--- config.mk ---
export PLATFORM = sky130hd
export DESIGN_NAME = gray_ptr_sync_decoder
export DESIGN_NICKNAME = d
export VERILOG_FILES = /design/src/rtl/gray_ptr_sync_decoder.sv
export SDC_FILE = /design/constraint.sdc
export NUM_CORES = 1
export LEC_CHECK = 0
export ABC_AREA = 1
export CORE_MARGIN = 3
export CORE_UTILIZATION = 42
export DETAILED_ROUTE_END_ITERATION = 10
export GPL_TIMING_DRIVEN = 0
export HOLD_SLACK_MARGIN = 0.02
export PLACE_DENSITY = 0.74
export SKIP_CTS_REPAIR_TIMING = 1
export SYNTH_ARGS = -nofsm -noshare
export SYNTH_HDL_FRONTEND = slang
export SYNTH_SLANG_ARGS = --single-unit
--- constraint.sdc ---
create_clock -name clk -period 1.9 [get_ports clk]
set_input_delay 0.285 -clock clk [delete_from_list [all_inputs] [get_ports clk]]
set_output_delay 0.285 -clock clk [all_outputs]
set_load 0.05 [all_outputs]
--- src/rtl/gray_ptr_sync_decoder.sv ---
// gray_ptr_sync_decoder
// Brings a Gray-coded pointer from a foreign clock domain into clk through a
// plain flop synchronizer, decodes it to binary and derives the occupancy
// relative to a local binary pointer.
//
// Ports
//   clk        : clock, rising edge active
//   rst_n      : asynchronous active-low reset
//   gray_in    : [N:0] foreign Gray pointer (asynchronous to clk)
//   local_bin  : [N:0] local binary pointer (synchronous to clk)
//   err_clr    : clears the sticky overflow error
//   bin_out    : [N:0] synchronized pointer, decoded and registered
//   bin_valid  : bin_out holds a synchronized sample
//   delta      : [N:0] advance of bin_out at the last edge (modulo 2^(N+1))
//   upd        : one-cycle pulse when bin_out changed
//   level      : [N:0] (bin_out - local_bin) modulo 2^(N+1)
//   empty      : bin_out == local_bin
//   full       : level == 2^N
//   ovf_err    : sticky, level exceeded 2^N
module gray_ptr_sync_decoder #(
  parameter int N           = 4,
  parameter int SYNC_STAGES = 2
) (
  input  logic         clk,
  input  logic         rst_n,
  input  logic [N:0]   gray_in,
  input  logic [N:0]   local_bin,
  input  logic         err_clr,
  output logic [N:0]   bin_out,
  output logic         bin_valid,
  output logic [N:0]   delta,
  output logic         upd,
  output logic [N:0]   level,
  output logic         empty,
  output logic         full,
  output logic         ovf_err
);

  localparam int            CW       = $clog2(SYNC_STAGES + 1);
  localparam logic [CW-1:0] CNT_MAX  = CW'(SYNC_STAGES);
  localparam logic [CW-1:0] CNT_ONE  = {{(CW-1){1'b0}}, 1'b1};
  localparam logic [N:0]    HALF     = {1'b1, {N{1'b0}}};

  logic [SYNC_STAGES-1:0][N:0] sync_r;
  logic [CW-1:0]               warm_cnt_r;
  logic [N:0]                  g_s;
  logic [N:0]                  dec_s;
  logic [N:0]                  diff_s;
  logic [N:0]                  level_raw_s;
  logic                        ovf_set_s;

  // Gray to binary: each binary bit is the XOR of all Gray bits at or above it.
  function automatic logic [N:0] gray2bin(input logic [N:0] g);
    logic [N:0] b;
    b[N] = g[N];
    for (int i = N - 1; i >= 0; i--) begin
      b[i] = b[i+1] ^ g[i];
    end
    return b;
  endfunction

  assign g_s = sync_r[SYNC_STAGES-1];

  // Synchronizer chain: flops only, nothing combinational in the crossing path.
  always_ff @(posedge clk or negedge rst_n) begin
    if (!rst_n) begin
      sync_r <= '0;
    end else begin
      sync_r <= {sync_r[SYNC_STAGES-2:0], gray_in};
    end
  end

  // Decode, advance and occupancy arithmetic; all modulo 2^(N+1) by width.
  always_comb begin
    dec_s       = gray2bin(g_s);
    diff_s      = dec_s - bin_out;
    level_raw_s = bin_out - local_bin;
    if (bin_valid) begin
      level     = level_raw_s;
      empty     = (bin_out == local_bin);
      full      = (level_raw_s == HALF);
      ovf_set_s = (level_raw_s > HALF);
    end else begin
      level     = {(N+1){1'b0}};
      empty     = 1'b1;
      full      = 1'b0;
      ovf_set_s = 1'b0;
    end
  end

  // Warmup counter: bin_valid rises once the first real sample reaches bin_out.
  always_ff @(posedge clk or negedge rst_n) begin
    if (!rst_n) begin
      warm_cnt_r <= '0;
      bin_valid  <= 1'b0;
    end else begin
      if (warm_cnt_r != CNT_MAX) begin
        warm_cnt_r <= warm_cnt_r + CNT_ONE;
      end else begin
        warm_cnt_r <= warm_cnt_r;
      end
      bin_valid <= bin_valid | (warm_cnt_r == CNT_MAX);
    end
  end

  // Registered pointer, advance and update pulse.
  always_ff @(posedge clk or negedge rst_n) begin
    if (!rst_n) begin
      bin_out <= '0;
      delta   <= '0;
      upd     <= 1'b0;
    end else begin
      bin_out <= dec_s;
      delta   <= diff_s;
      // The first valid sample is a warmup artefact, not a pointer move.
      upd     <= bin_valid && (diff_s != {(N+1){1'b0}});
    end
  end

  // Sticky overflow error; a new violation wins over a clear on the same edge.
  always_ff @(posedge clk or negedge rst_n) begin
    if (!rst_n) begin
      ovf_err <= 1'b0;
    end else if (ovf_set_s) begin
      ovf_err <= 1'b1;
    end else if (err_clr) begin
      ovf_err <= 1'b0;
    end else begin
      ovf_err <= ovf_err;
    end
  end

endmodule
# ---- Yosys cells after proc, flatten, opt, wreduce, memory -nomap -nowiden
# Index checks and enable logic that the tools add are counted.
dict set report word_totals {
  reg_bits 25
  in_bits 13
  word_cells 30
}
dict set report op_classes {
  addsub 3
  order_cmp 1
  eq_ne 4
  mux 6
  bitwise 5
  reduce_logical 3
}
# cell n
set ops {}
lappend ops {{5-bit subtractor} 2}
lappend ops {{5-bit == test} 1}
lappend ops {{5-bit == test, second input constant} 1}
lappend ops {{5-bit greater-than comparator, second input constant} 1}
lappend ops {{1-bit two-way mux} 5}
lappend ops {{5-bit two-way mux} 1}
lappend ops {{5-bit nonzero test} 1}
lappend ops {{1-bit bitwise XOR} 4}
lappend ops {{2-bit by 1-bit adder with 2-bit output, second input constant} 1}
lappend ops {{2-bit == test, second input constant} 1}
lappend ops {{2-bit != test, second input constant} 1}
lappend ops {{2-bit nonzero test} 1}
lappend ops {{1-bit logical AND} 1}
lappend ops {{1-bit bitwise OR} 1}

# ---- Logic depth before layout (Yosys ltp)
# Gate-level depths: netlist of run 1.
dict set report depth {
  depth_word 7
  mapped_depth 18
  ltp_nobuf 18
}

# ---- Least setup slack after synthesis of run 1
# Ideal clock, no wire load.
dict set report synth_timing {
  path_type {reg-to-output}
  start {reg bin_out[0]}
  end {out full}
  arrival_time_ns 2.587
  required_time_ns 1.615
  path_slack_ns -0.972
  stages_incl_launch_ff 10
  cell_sequence {dfrtp_1 inv_1 ha_1 fa_1 inv_1 nand2_1 nand2_1 a21oi_1 nor2_2 nor2b_2}
}
dict set report synth_between {
  elab_chain_cells 3
}
# item line_no
set synth_lines {}
lappend synth_lines {{start: declaration} 29} ;# output logic [N:0] bin_out,
lappend synth_lines {{start signal: assignment} 113} ;# bin_out <= dec_s;
lappend synth_lines {{5-bit subtractor} 77} ;# level_raw_s = bin_out - local_bin;
lappend synth_lines {{5-bit == test} 81} ;# full = (level_raw_s == HALF);
lappend synth_lines {{1-bit two-way mux} 78} ;# if (bin_valid) begin
lappend synth_lines {{end: declaration} 35} ;# output logic full,
# No other way between the ends.

# ---- Final worst setup path of run 1
# Ends and elaborated chain as after synthesis.

==> impl_metrics.csv, run 1 <==
group,metric,value,unit
outcome,status,"finished with violations",
outcome,violations,"setup timing",
setup_path,r2r-start,"g_s[3]$_DFF_PN0_",
layout,layout_common_cells,"25 x inv_1, 25 x nand2_1, 21 x dfrtp_1, 21 x clkdlybuf4s50_1, 13 x nand2_2",
setup_path,cp.arrival,2.05,ns
run,maxCapViolCount,0,
cts,htreeDepth,1,
cts,clockBufferDepth,2,
logic_synthesis,seq_area_frac_synth,50.8,%
layout,drive_above_1_share,33.3,%
cts,numCtsBuffers,3,
logic_synthesis,synth_seq_cells,25,
cts,cts_root_buf,"clkbuf_4",
sta,period_share,123,%
global_routing,antenna_found_initial,0,
logic_synthesis,synth_nets,164,
detailed_routing,drtPass1Iterations,4,
floorplan,die_h,60.1,um
logic_synthesis,ys.warnings.count,0,
cts,cts_sinks,25,
setup_path,cpMostUsedCell,"inv_2",
setup_path,path_cells,"inv_2 > ha_4 > fa_2 > inv_2 > nand2_2 > and2_4 > nor2_4 > nand3_2 > nor2b_4 > buf_8",
detailed_routing,wirelength,2.57,mm
placed_design,dp.final_hpwl,1.82,mm
global_routing,grt_pass1_vias,1001,
setup_path,cp_max_fo,3,
sta,grt_setup_unrepaired,"yes",
layout,final_cell_area,1840,um^2
sta,setup_slack,-0.439,ns
setup_path,required,1.62,ns
cts,clock_latency,0.32,ns
logic_synthesis,syn_area_per_cell,8.79,um^2
layout,utilization,66.2,%
global_routing,grt_pass1_wl,3.97,mm
detailed_routing,remaining_drc_errors,0,
setup_path,startpoint,"bin_out[0]$_DFF_PN0_",
placed_design,gp_congestion,0.888,
placed_design,place_inst,203,
floorplan,coreArea,2780,um^2
placed_design,dp_slack,-1.10,ns
sta,clock.fmax,427,MHz
sta,finClkSkew,0.00644,ns
sta,setup_tns,-1.71,ns
cts,path_clk_slew,0.13,ns
sta,setup_viol,7,
layout,antennaDiodeCount,0,
layout,area_growth,49.5,%
power_and_ir_drop,ir_worst_vdd,0.676,mV
setup_path,rrSetupSlack,-0.32,ns
setup_path,reg2regPathDepth,15,
sta,final_max_slew_viol_count,0,
sta,hold_viol_final,0,
detailed_routing,vias_per_cell,4.89,
detailed_routing,routedWlPerCell,12.2,um
power_and_ir_drop,p_per_area,902,nW/um^2
global_routing,overflow,0,
power_and_ir_drop,p_leak,0.927,nW
setup_path,rr_endpoint,"upd$_DFF_PN0_",
logic_synthesis,synthCells,140,
detailed_routing,drtIter0Drc,23,
setup_path,crit_slowest_cell,"dfrtp_2",
setup_path,crit_type,"flop to output pin",
setup_path,critPathLaunchType,"flop",
floorplan,ios,33,
logic_synthesis,synth_cell_types,17,
layout,final_cells,211,
floorplan,start_util,44.3,%
detailed_routing,antenna_left,0,
logic_synthesis,synthesis.area,1230,um^2
placed_design,numPortBuffers,32,
sta,relSlewSlack,27.1,%
layout,final_nets,205,
placed_design,dpl_cell_area,1650,um^2
setup_path,endpoint_kind,"output pin",
global_routing,grt_max_degree,26,
cts,cts_tree,"built",
floorplan,rows,19,
min_path,hold_path_class,"flop to flop",
sta,worst_pin_slew,1.09,ns
detailed_routing,vias,1032,
setup_path,cp-endpoint,"full",
global_routing,grt.total_usage,14.7,%
sta,finalCriticalPeriod,2.34,ns
setup_path,max_stage_delay,0.42,ns
floorplan,die_w,60.1,um
floorplan,die-area,3620,um^2
==> synthesized netlist by cell type (all sizes together) <==
master / number / share of area [%]
nor2: 9 / 2.9
ha: 9 / 9.1
dfrtp: 25 / 51
or2: 2 / 1.0
nand2: 40 / 13
nand3: 12 / 4.9
nor2b: 1 / 0.71
and2: 1 / 0.51
nand3b: 1 / 0.61
inv: 29 / 8.8
fa: 2 / 3.3
a21oi: 5 / 2.0
xnor2: 2 / 1.4
o21ai: 2 / 0.81
==> through the flow <==
step / total power [W] / hold WS, ns
floorplan: 0.00111 / -0.0106
global placement: 0.00132 / 0.331
detailed placement: 0.00134 / 0.336
CTS: 0.00157 / 0.366
global route: 0.00176 / 0.374
finish: 0.00166 / 0.362
==> kinds of logic (layout without fill, tap and decap cells) <==
| kind of cell | count (synthesis) | in the layout | share of synthesized area (%) |
|---|---|---|---|
| compound gates | 7 | 7 | 2.85 |
| flops | 25 | 25 | 50.8 |
| fa+ha+maj | 11 | 11 | 12.4 |
| simple gates | 66 | 66 | 23.7 |
| xor+xnor | 2 | 2 | 1.42 |
| buf+inv | 29 | 69 | 8.84 |
==> where the power goes <==
group | internal [W] | switching (W) | leakage [nW]
sequential | 0.000589 | 0.0000293 | 0.282
combinational | 0.000302 | 0.000504 | 0.630
clock | 0.0000823 | 0.000153 | 0.0150
==> worst max-delay path, delay by kind of cell (launching register included) <==
kind	cells	cell delay, ns
adders and majority gates	2	0.52
buffers and inverters	3	0.26
DFF	1	0.42
and+or+nand+nor	5	0.51
==> area by class of cell <==
type | count | area (um^2)
Sequential cell | 25 | 631
Inverter | 29 | 109
Multi-Input combinational cell | 86 | 662
Clock buffer | 4 | 26.3
Tap cell | 31 | 38.8
Timing Repair Buffer | 36 | 374
Fill cell | 210 | 941
==> worst min path at each step <==
stage	start	cells past startpoint	end
finish	sync_r[4]$_DFF_PN0_	0	g_s[4]$_DFF_PN0_
global route	sync_r[1]$_DFF_PN0_	0	g_s[1]$_DFF_PN0_
CTS	sync_r[3]$_DFF_PN0_	0	g_s[3]$_DFF_PN0_
detailed placement	sync_r[3]$_DFF_PN0_	0	g_s[3]$_DFF_PN0_
global placement	sync_r[3]$_DFF_PN0_	0	g_s[3]$_DFF_PN0_
floorplan	rst_n	0	bin_out[0]$_DFF_PN0_
==> registers in the layout, indices dropped and copies added (netlist names) <==
name and count:
warm_cnt_r 2, delta 5, g_s 5, bin_valid 1, ovf_err 1, upd 1
bin_out 5, sync_r 5
==> layer usage <==
layer	routed length [um]	global-route usage [%]
met1	977	16.3
met2	1400	26.5
met3	155	2.59
met4	43	7.59
met5	0	0
Note: power is estimated with default switching activity, not from simulation.
==> run 2: changes to the inputs <==
--- a/config.mk
+++ b/config.mk
@@ -6,7 +6,6 @@
 export NUM_CORES = 1
 export LEC_CHECK = 0
 export ABC_AREA = 1
-export CORE_MARGIN = 3
 export CORE_UTILIZATION = 42
 export DETAILED_ROUTE_END_ITERATION = 10
 export GPL_TIMING_DRIVEN = 0
==> run 2 against run 1 <==
Compared with the run above: the run still ends with setup timing left; global-route usage up 0.93 points; worst setup slack got worse by 0.025 ns; critical path depth grew 5; cell count increased by 0.47%; final area increased by 0.48%; utilization grew 0.89 points; routed wire length up 3.3%; maximum frequency is 1.0% lower; die area fell by 13%; sequential power hardly changed; largest power group unchanged; highest routed layer unchanged.
==> impl_metrics.csv, run 2 (same netlist as run 1, synthesis figures left out) <==
group,metric,value,unit
power_and_ir_drop,p_total,0.00167,W
layout,layout_common_cells,"25 x inv_1, 25 x nand2_1, 21 x dfrtp_1, 21 x clkdlybuf4s50_1, 13 x nand2_2",
detailed_routing,wirelength,2.66,mm
setup_path,path_cells,"inv_1 > nand2_2 > nand3b_1 > nand2_2 > nand2_2 > nand2_4 > nand2_2 > nand2_2 > ha_4 > fa_2 > nand2_1 > nor2_1 > nand3_1 > nor2_1 > nor2_1",
sta,clock.fmax,423,MHz
detailed_routing,antenna_left,0,
sta,worst_pin_slew,1.09,ns
layout,area_growth,50.2,%
layout,final_nets,206,
cts,cts_root_buf,"clkbuf_4",
setup_path,cpMostUsedCell,"nand2_2",
placed_design,numPortBuffers,32,
placed_design,dp.final_hpwl,1.77,mm
floorplan,rows,19,
cts,clock_latency,0.31,ns
power_and_ir_drop,ir_worst_vdd,0.643,mV
detailed_routing,drtPass1Iterations,4,
power_and_ir_drop,seqPwrFrac,37.1,%
global_routing,grt_pass1_wl,3.90,mm
cts,cts_sinks,25,
setup_path,endpoint_kind,"flop",
placed_design,place_inst,203,
setup_path,crit_slowest_cell,"fa_2",
global_routing,grt_pass1_vias,978,
detailed_routing,remaining_drc_errors,0,
floorplan,die_w,56.1,um
sta,setup_tns,-1.86,ns
sta,setup_slack,-0.464,ns
sta,period_share,124,%
sta,setup_viol,8,
layout,drive_above_1_share,33.7,%
sta,relSlewSlack,27.1,%
cts,htreeDepth,1,
setup_path,cp.arrival,2.57,ns
global_routing,overflow,0,
global_routing,antenna_found_initial,0,
cts,cts_tree,"built",
power_and_ir_drop,power.switching,0.000693,W
floorplan,die_h,56.1,um
floorplan,start_util,44.6,%
cts,numCtsBuffers,3,
placed_design,gp_congestion,0.878,
sta,whs,0.364,ns
global_routing,grt.total_usage,15.7,%
power_and_ir_drop,p_leak,0.928,nW
floorplan,ios,33,
global_routing,grt_max_degree,26,
layout,antennaDiodeCount,0,
layout,utilization,67.1,%
floorplan,coreArea,2760,um^2
cts,clockBufferDepth,2,
setup_path,max_stage_delay,0.54,ns
layout,final_cells,212,
setup_path,required,2.11,ns
detailed_routing,drtIter0Drc,23,
detailed_routing,vias,1046,
cts,path_clk_slew,0.14,ns
detailed_routing,vias_per_cell,4.93,
setup_path,crit_type,"flop to flop",
power_and_ir_drop,pwr-share-comb,48.7,%
detailed_routing,routedWlPerCell,12.5,um
power_and_ir_drop,p_per_area,903,nW/um^2
power_and_ir_drop,intPower,0.000977,W
run,maxCapViolCount,0,
outcome,violations,"setup timing",
sta,hold_viol_final,0,
outcome,status,"finished with violations",
power_and_ir_drop,switching_share,41.5,%
sta,grt_setup_unrepaired,"yes",
setup_path,cp_max_fo,4,
layout,n_fill_cell,213,
sta,final_max_slew_viol_count,0,
setup_path,critPathLaunchType,"flop",
sta,finClkSkew,0.00517,ns
sta,finalCriticalPeriod,2.36,ns
min_path,hold_path_class,"flop to flop",
power_and_ir_drop,pwr-share-clk,14.3,%
floorplan,die-area,3150,um^2
[run 2: changes by cell type in the layout (fill, tap and decap cells not counted), sizes merged]
cell and change:
buf +1
[run 2: per-layer routing]
metal | up-vias | wire [um] | track usage [%]
met1 | 507 | 1030 | 17.5
li1 | 505 | - | -
met3 | 4 | 108 | 3.72
met4 | 0 | 45 | 5.57
met2 | 30 | 1470 | 28.7
met5 | - | 0 | 0
[run 2: worst paths after layout]
path,start,to,slack (ns),depth (start not counted)
hold / removal,sync_r[3]$_DFF_PN0_,g_s[3]$_DFF_PN0_,0.36,0
hold reg to reg,sync_r[3]$_DFF_PN0_,g_s[3]$_DFF_PN0_,0.36,0
min in group asynchronous,rst_n,upd$_DFF_PN0_,0.54,1
setup reg to reg,g_s[4]$_DFF_PN0_,upd$_DFF_PN0_,-0.46,15
max in group asynchronous,rst_n,bin_out[3]$_DFF_PN0_,0.64,1
setup / recovery,g_s[4]$_DFF_PN0_,upd$_DFF_PN0_,-0.46,15
[run 2: area by class of cell]
class,instances,area (um^2),share of cell area [%]
Clock buffer,4,26.3,1.42
Multi-Input combinational cell,86,671,36.3
Inverter,29,109,5.89
Tap cell,31,38.8,2.10
Timing Repair Buffer,37,374,20.2
Sequential cell,25,631,34.1
[run 2: power groups by stage]
stage | clock (W) | combinational (W) | sequential, W
2_1_floorplan | 0 | 0.000323 | 0.000791
3_3_place_gp | 0 | 0.000693 | 0.000625
3_5_place_dp | 0 | 0.000708 | 0.000628
4_1_cts | 0.000247 | 0.000709 | 0.000617
5_1_grt | 0.000266 | 0.000869 | 0.000625
6_report | 0.000239 | 0.000813 | 0.000619
[run 2: stage by stage]
stage	area, um^2	setup slack [ns]
floorplan	1290	-0.393
global placement	1650	-1.06
detailed placement	1650	-1.11
CTS	1670	-1.16
global route	1850	-0.626
finish	1850	-0.464
[run 2: critical path, delay by kind of cell (launching register included)]
kind	cells	cell delay [ns]
adder cells (fa/ha/maj)	2	0.70
AND/OR/NAND/NOR	12	1.04
buffers and inverters	1	0.08
flip-flops	1	0.44
